--- src/rtl/layer_param_stream.sv ---
// layer_param_stream: run-time loadable weight/bias store for one fully
// connected layer. Parameters are written through a simple write port while
// idle and streamed on request, one weight per beat (row-major: input index
// fastest), over a valid/ready handshake towards the MAC datapath.
//
// Optional build macro: PARAM_PARITY_EN
//   When defined, every stored word carries an even-parity bit. This adds the
//   wr_par_flip input (test hook that corrupts the stored parity bit), and the
//   out_par_err / out_par_err_sticky outputs.
//
// NUM_IN and NUM_OUT are expected to be at least 2 so that the row/column
// index ports have a non-zero width.
module layer_param_stream #(
    parameter int DATA_W  = 8,
    parameter int NUM_IN  = 30,
    parameter int NUM_OUT = 10,
    parameter int ADDR_W  = $clog2(NUM_IN * NUM_OUT)
) (
    input  logic                       clk,
    input  logic                       rst,
    // write port
    input  logic                       wr_en,
    input  logic                       wr_is_bias,
    input  logic [ADDR_W-1:0]          wr_addr,
    input  logic [DATA_W-1:0]          wr_data,
    output logic                       wr_err,
    // stream control
    input  logic                       start,
    input  logic                       abort,
    output logic                       busy,
    output logic                       done,
    // beat stream
    output logic                       out_valid,
    input  logic                       out_ready,
    output logic [DATA_W-1:0]          out_weight,
    output logic [DATA_W-1:0]          out_bias,
    output logic [$clog2(NUM_OUT)-1:0] out_row,
    output logic [$clog2(NUM_IN)-1:0]  out_col,
    output logic                       out_last_col,
    output logic                       out_last
`ifdef PARAM_PARITY_EN
    ,
    input  logic                       wr_par_flip,
    output logic                       out_par_err,
    output logic                       out_par_err_sticky
`endif
);

    localparam int DEPTH = NUM_IN * NUM_OUT;
    localparam int ROW_W = $clog2(NUM_OUT);
    localparam int COL_W = $clog2(NUM_IN);

    // Range limits widened by one bit so that DEPTH itself is representable.
    localparam logic [ADDR_W:0]    W_LIMIT  = (ADDR_W + 1)'(DEPTH);
    localparam logic [ADDR_W:0]    B_LIMIT  = (ADDR_W + 1)'(NUM_OUT);
    localparam logic [COL_W-1:0]   LAST_COL = COL_W'(NUM_IN - 1);
    localparam logic [ROW_W-1:0]   LAST_ROW = ROW_W'(NUM_OUT - 1);
    localparam logic [ADDR_W-1:0]  IDX_ONE  = ADDR_W'(1);
    localparam logic [ROW_W-1:0]   ROW_ONE  = ROW_W'(1);
    localparam logic [COL_W-1:0]   COL_ONE  = COL_W'(1);

    localparam logic [1:0] S_IDLE   = 2'd0;
    localparam logic [1:0] S_STREAM = 2'd1;
    localparam logic [1:0] S_DONE   = 2'd2;

    // ------------------------------------------------------------------
    // Storage
    // ------------------------------------------------------------------
    logic [DATA_W-1:0] weight_mem [DEPTH];
    logic [DATA_W-1:0] bias_mem   [NUM_OUT];

    // ------------------------------------------------------------------
    // Control state
    // ------------------------------------------------------------------
    logic [1:0]        state_q, state_d;
    logic [ADDR_W-1:0] idx_q;
    logic [ROW_W-1:0]  row_q;
    logic [COL_W-1:0]  col_q;
    logic              last_col_q;
    logic              last_q;
    logic [DATA_W-1:0] weight_q;
    logic [DATA_W-1:0] bias_q;
    logic              wr_err_q, wr_err_d;

    logic              load_beat;
    logic [ADDR_W-1:0] nxt_idx;
    logic [ROW_W-1:0]  nxt_row;
    logic [COL_W-1:0]  nxt_col;
    logic              nxt_last_col;
    logic              nxt_last;

    logic              wr_in_range;
    logic              wr_allowed;
    logic              wr_commit;

    // Write qualification: only outside STREAM and only inside the target array.
    always_comb begin
        wr_in_range = wr_is_bias ? ({1'b0, wr_addr} < B_LIMIT)
                                 : ({1'b0, wr_addr} < W_LIMIT);
        wr_allowed  = (state_q != S_STREAM);
        wr_commit   = wr_en & wr_allowed & wr_in_range;
        wr_err_d    = wr_en & ~(wr_allowed & wr_in_range);
    end

    // Storage write port; arrays are deliberately not reset.
    always_ff @(posedge clk) begin
        if (wr_commit) begin
            if (wr_is_bias) begin
                bias_mem[wr_addr[ROW_W-1:0]] <= wr_data;
            end else begin
                weight_mem[wr_addr] <= wr_data;
            end
        end
    end

    // Coordinates of the beat that would be loaded next: (0,0) from IDLE,
    // otherwise the successor of the beat currently on the output.
    always_comb begin
        if (state_q == S_IDLE) begin
            nxt_idx = '0;
            nxt_row = '0;
            nxt_col = '0;
        end else begin
            nxt_idx = idx_q + IDX_ONE;
            if (col_q == LAST_COL) begin
                nxt_col = '0;
                nxt_row = row_q + ROW_ONE;
            end else begin
                nxt_col = col_q + COL_ONE;
                nxt_row = row_q;
            end
        end
        nxt_last_col = (nxt_col == LAST_COL);
        nxt_last     = nxt_last_col && (nxt_row == LAST_ROW);
    end

    // Next-state logic; abort wins over a simultaneous handshake.
    always_comb begin
        state_d   = state_q;
        load_beat = 1'b0;
        case (state_q)
            S_IDLE: begin
                if (start) begin
                    state_d   = S_STREAM;
                    load_beat = 1'b1;
                end
            end
            S_STREAM: begin
                if (abort) begin
                    state_d = S_IDLE;
                end else if (out_ready) begin
                    if (last_q) begin
                        state_d = S_DONE;
                    end else begin
                        load_beat = 1'b1;
                    end
                end
            end
            S_DONE: begin
                state_d = S_IDLE;
            end
            default: begin
                state_d = S_IDLE;
            end
        endcase
    end

    // State and write-error pulse registers.
    always_ff @(posedge clk or posedge rst) begin
        if (rst) begin
            state_q  <= S_IDLE;
            wr_err_q <= 1'b0;
        end else begin
            state_q  <= state_d;
            wr_err_q <= wr_err_d;
        end
    end

    // Output beat registers: registered reads of both arrays, held under
    // backpressure because load_beat only fires on start or a handshake.
    always_ff @(posedge clk or posedge rst) begin
        if (rst) begin
            idx_q      <= '0;
            row_q      <= '0;
            col_q      <= '0;
            last_col_q <= 1'b0;
            last_q     <= 1'b0;
            weight_q   <= '0;
            bias_q     <= '0;
        end else if (load_beat) begin
            idx_q      <= nxt_idx;
            row_q      <= nxt_row;
            col_q      <= nxt_col;
            last_col_q <= nxt_last_col;
            last_q     <= nxt_last;
            weight_q   <= weight_mem[nxt_idx];
            bias_q     <= bias_mem[nxt_row];
        end
    end

    assign busy         = (state_q == S_STREAM);
    assign done         = (state_q == S_DONE);
    assign out_valid    = busy;
    assign wr_err       = wr_err_q;
    assign out_weight   = weight_q;
    assign out_bias     = bias_q;
    assign out_row      = row_q;
    assign out_col      = col_q;
    assign out_last_col = last_col_q;
    assign out_last     = last_q;

`ifdef PARAM_PARITY_EN
    // ------------------------------------------------------------------
    // Parity protection: one even-parity bit beside every stored word.
    // ------------------------------------------------------------------
    logic weight_par_mem [DEPTH];
    logic bias_par_mem   [NUM_OUT];
    logic weight_par_q;
    logic bias_par_q;
    logic par_sticky_q;
    logic wr_par_bit;

    // Even parity: the stored bit makes the data+parity XOR zero; the flip
    // input deliberately corrupts it.
    assign wr_par_bit = (^wr_data) ^ wr_par_flip;

    // Parity storage write port, mirroring the data arrays.
    always_ff @(posedge clk) begin
        if (wr_commit) begin
            if (wr_is_bias) begin
                bias_par_mem[wr_addr[ROW_W-1:0]] <= wr_par_bit;
            end else begin
                weight_par_mem[wr_addr] <= wr_par_bit;
            end
        end
    end

    // Parity bits travel with the beat they belong to.
    always_ff @(posedge clk or posedge rst) begin
        if (rst) begin
            weight_par_q <= 1'b0;
            bias_par_q   <= 1'b0;
        end else if (load_beat) begin
            weight_par_q <= weight_par_mem[nxt_idx];
            bias_par_q   <= bias_par_mem[nxt_row];
        end
    end

    assign out_par_err = out_valid & ((^{weight_par_q, weight_q}) | (^{bias_par_q, bias_q}));

    // Sticky error flag, cleared only by reset.
    always_ff @(posedge clk or posedge rst) begin
        if (rst) begin
            par_sticky_q <= 1'b0;
        end else if (out_par_err) begin
            par_sticky_q <= 1'b1;
        end
    end

    assign out_par_err_sticky = par_sticky_q;
`endif

endmodule

--- config.mk ---
export PLATFORM = sky130hd
export DESIGN_NAME = layer_param_stream
export DESIGN_NICKNAME = d
export VERILOG_FILES = /design/src/rtl/layer_param_stream.sv
export SDC_FILE = /design/constraint.sdc
export NUM_CORES = 2
export LEC_CHECK = 0
export ABC_CLOCK_PERIOD_IN_PS = 3100
export CORE_MARGIN = 1
export CORE_UTILIZATION = 40
export DETAILED_ROUTE_END_ITERATION = 8
export GPL_TIMING_DRIVEN = 1
export HOLD_SLACK_MARGIN = 0.15
export PLACE_DENSITY = 0.67
export RECOVER_POWER = 25
export SYNTH_ARGS = -nofsm -noshare
export SYNTH_HDL_FRONTEND = slang
export SYNTH_SLANG_ARGS = --single-unit
--- constraint.sdc ---
create_clock -name clk -period 3.1 [get_ports clk]
set_input_delay 0.775 -clock clk [delete_from_list [all_inputs] [get_ports clk]]
set_output_delay 0.775 -clock clk [all_outputs]
set_load 0.05 [all_outputs]
==> flow_summary.ini <==
[worst_setup_path]
crit_top_cell = buf_12
worst_r2r_path_depth = 14
cp_num_buf_inv = 4
path_class = reg2reg
cp.arrival_ns = 4.39
reg2reg_from = idx_q[0]$_DFFE_PP0P_
rr_endpoint = out_weight[0]$_DFFE_PP0P_
crit_required_ns = 3.92
crit_chain = ha_4 > buf_12 > xnor2_4 > nor2_4 > buf_12 > buf_16 > mux2i_1 > a211oi_2 > buf_4 > o22ai_1 > nor4_4 > a211oi_4 > or4b_4 > a21oi_2
crit_path_start_kind = flop
path_delay_family = simple AND/OR/NAND/NOR gates
max_stage_delay_ns = 0.54
cpMaxStageDelayCell = or4b_4
setup.worst_path.start = idx_q[0]$_DFFE_PP0P_
regToRegSetupSlack_ns = -0.46
cp_max_fo = 9
endpoint_kind = flop

[logic_synthesis]
synth_warnings = 0
synth_seq_cells = 2519
syn-num-nets = 6918
yosysTopAreaCellShare_pct = 74.0
synth_edf_count = 2480
netlist_area_sq_um = 101000
synth_top_area_cell = edfxtp_1
syn_avg_cell_area_sq_um = 14.6
postSynthCellCount = 6890
ys.flop_type = edfxtp_1
yosysUniqueCellTypes = 77
async_reset_ff_share_pct = 1.55
synthTopCellsByArea = edfxtp_1 74%, nand2_1 3.7%, mux2i_1 2.7%
ys_seq_area_share_pct = 75.0

[layout]
final_common_cell = edfxtp_1
nNetsFinal = 7942
utilization_pct = 50.9
area_delta_synth_final_pct = 26.2
final_cell_mix = 2,480 x edfxtp_1, 973 x nand2_1, 899 x buf_4
n_fill_cell = 20117
fin_area_sq_um = 127000
drive_gt1_share_pct = 26.1

[die]
die_w_um = 504
ios = 55
die_h_um = 504
design.die.area_sq_um = 254000
rows = 183
initial_utilization_pct = 40.3
core_area_sq_um = 249000

[placed_design]
port_buffers = 54
dp_hpwl_um = 226000
finalWeightedCongestion = 0.979
placed_area_sq_um = 117000

[global_routing]
grt_max_degree = 99
grt_usage_pct = 27.7
antenna_found_initial = 19
grt_pass1_vias = 67864
grt_overflow = 0
grt_first_pass_wirelength_um = 502000

[detailed_routing]
via_per_inst = 6.19
drc_errors = 0
drtIter0Drc = 11032
routed_wl_um = 358000
antenna_left = 0
vias = 70942
dr.pass1.iters = 8
wire_per_inst_um = 31.3

[clocking]
cts.sinks = 2519
ctsHoldBuffers = 0
cts_root_buf = clkbuf_16
clockBufferDepth = 3
cts_max_level = 4
numCtsBuffers = 241
worstSkewPairLatency_ns = 0.90
clk_pin_slew_ns = 0.07
cts_tree = done

[hold_path]
hp-class = reg2reg
worstHoldEndpoint = out_bias[2]$_DFFE_PP0P_
min_from = out_bias[2]$_DFFE_PP0P_
min_delay_path_depth = 1

[pwr]
seqPwrFrac_pct = 42.3
power_density_nw_per_um2 = 702
ir_worst_vdd_mv = 0.632
p_sw_share_pct = 30.6
power_frac_comb_pct = 25.0
p_switching_mw = 27.3
intPower_mw = 61.8
p_leak_nw = 42.0
clkPwrFrac_pct = 32.7
p_total_mw = 89.1

[timing]
slew_headroom_pct = -108
fin_skew_ns = 0.0517
drv_slew = 558
fmax_mhz = 281
setup_violations = 121
period_share_pct = 115
hold_violations = 0
tightest_slew_ns = 3.12
rsz0062_at_grt = true
setup_tns_ns = -29.99
holdWs_ns = 0.497
fin_crit_ns = 3.56
fin_ws_ns = -0.463

[outcome]
violations = capacitance limit, slew limit, setup timing
outcome = finished, violations left

[job]
cap_violations = 10
## sequential cells by signal, summed over array words and instances (netlist names)
register and flops:
wr_err 1, out_last_col 1, weight_mem 2400, idx_q 9, out_row 4, bias_mem 80, out_col 5, out_weight 8
out_last 1, out_bias 8, state_q 2
## final cells by class
| cell class | instances | area (sq um) | share of cell area, % |
|---|---|---|---|
| flip-flops and latches | 2519 | 75500 | 59.4 |
| multi-input cells | 3844 | 26100 | 20.5 |
| repair buffers | 1299 | 13500 | 10.7 |
| clock buffers | 307 | 6290 | 4.95 |
| well taps | 3330 | 4170 | 3.28 |
| clock inverters | 143 | 1420 | 1.12 |
| inverters | 9 | 41.3 | 0.0325 |
| diodes | 12 | 30.0 | 0.0236 |
## cells by family after synthesis
group	count (synthesis)	synth area share (%)
AO/OA/AOI/OAI	1402	9.63
XOR/XNOR	9	0.0858
adder cells (fa/ha/maj)	4	0.0498
buffers and inverters	527	2.26
flip-flops	2519	75.0
multiplexers	356	4.15
AND/OR/NAND/NOR	2073	8.84
## per-stage QoR
step,setup slack [ns],instances
after floorplan,-0.0216,6890
after global placement,-2.12,10924
after detailed placement,-1.22,10925
after CTS,-0.362,11445
final,-0.463,11463
after global routing,-0.517,11454
## Yosys cell counts, types with 87 or more instances
master       n
buf_2      198
a21oi_1    229
o211ai_1    98
o221ai_1   127
nor3_1      87
nand2_1    992
nand3_1    262
o22ai_1    136
a31oi_1    136
a211oi_1   130
o21ai_0    194
mux2i_1    276
edfxtp_1  2480
nor2_1     478
and3_1      95
clkbuf_1   237
## timing repair
item / in CTS / in global routing
setup buffers: 60 / 7
gates cloned: 14 / 1
gates resized for setup: 315 / 89
endpoints found under the setup margin: 14 / 15
pin swaps: 84 / 46
## per-layer routing
metal,up-vias,routed length (um),part of all wire (%),track usage [%]
li1,28962,-,-,-
met1,35621,130000,36,36.6
met2,5375,160000,45,42.3
met3,974,46500,13,6.96
met4,10,21700,6.1,14.5
met5,-,62,0.017,0
## worst reg2reg max path: stages (launching register included)
cell and delay, ns:
dfrtp_4 0.50, ha_4 0.19, buf_12 0.12, xnor2_4 0.15, nor2_4 0.20, buf_12 0.18, buf_16 0.19, mux2i_1 0.14
a211oi_2 0.30, buf_4 0.17, o22ai_1 0.13, nor4_4 0.41, a211oi_4 0.11, or4b_4 0.54, a21oi_2 0.16
## worst max-delay path by stage
| stage | endpoint | slack, ns | cells after the start |
|---|---|---|---|
| after floorplan | weight_mem[203][0]$_DFFE_PP_ | -0.02 | 5 |
| after global placement | out_weight[5]$_DFFE_PP0P_ | -2.12 | 14 |
| after detailed placement | out_weight[0]$_DFFE_PP0P_ | -1.22 | 11 |
| after CTS | out_weight[2]$_DFFE_PP0P_ | -0.36 | 15 |
| after global routing | out_weight[0]$_DFFE_PP0P_ | -0.52 | 14 |
| final | out_weight[0]$_DFFE_PP0P_ | -0.46 | 14 |
## power by group through the flow
stage                     Sequential (mW)  Clock (mW)  Combinational (mW)
after global placement               38.4           0                19.5
after global routing                 37.7        30.5                22.7
after CTS                            37.7        29.2                21.4
after detailed placement             38.4           0                19.7
after floorplan                      38.5           0                8.82
final                                37.7        29.1                22.3
No activity file was read; power rests on OpenSTA's default activity.
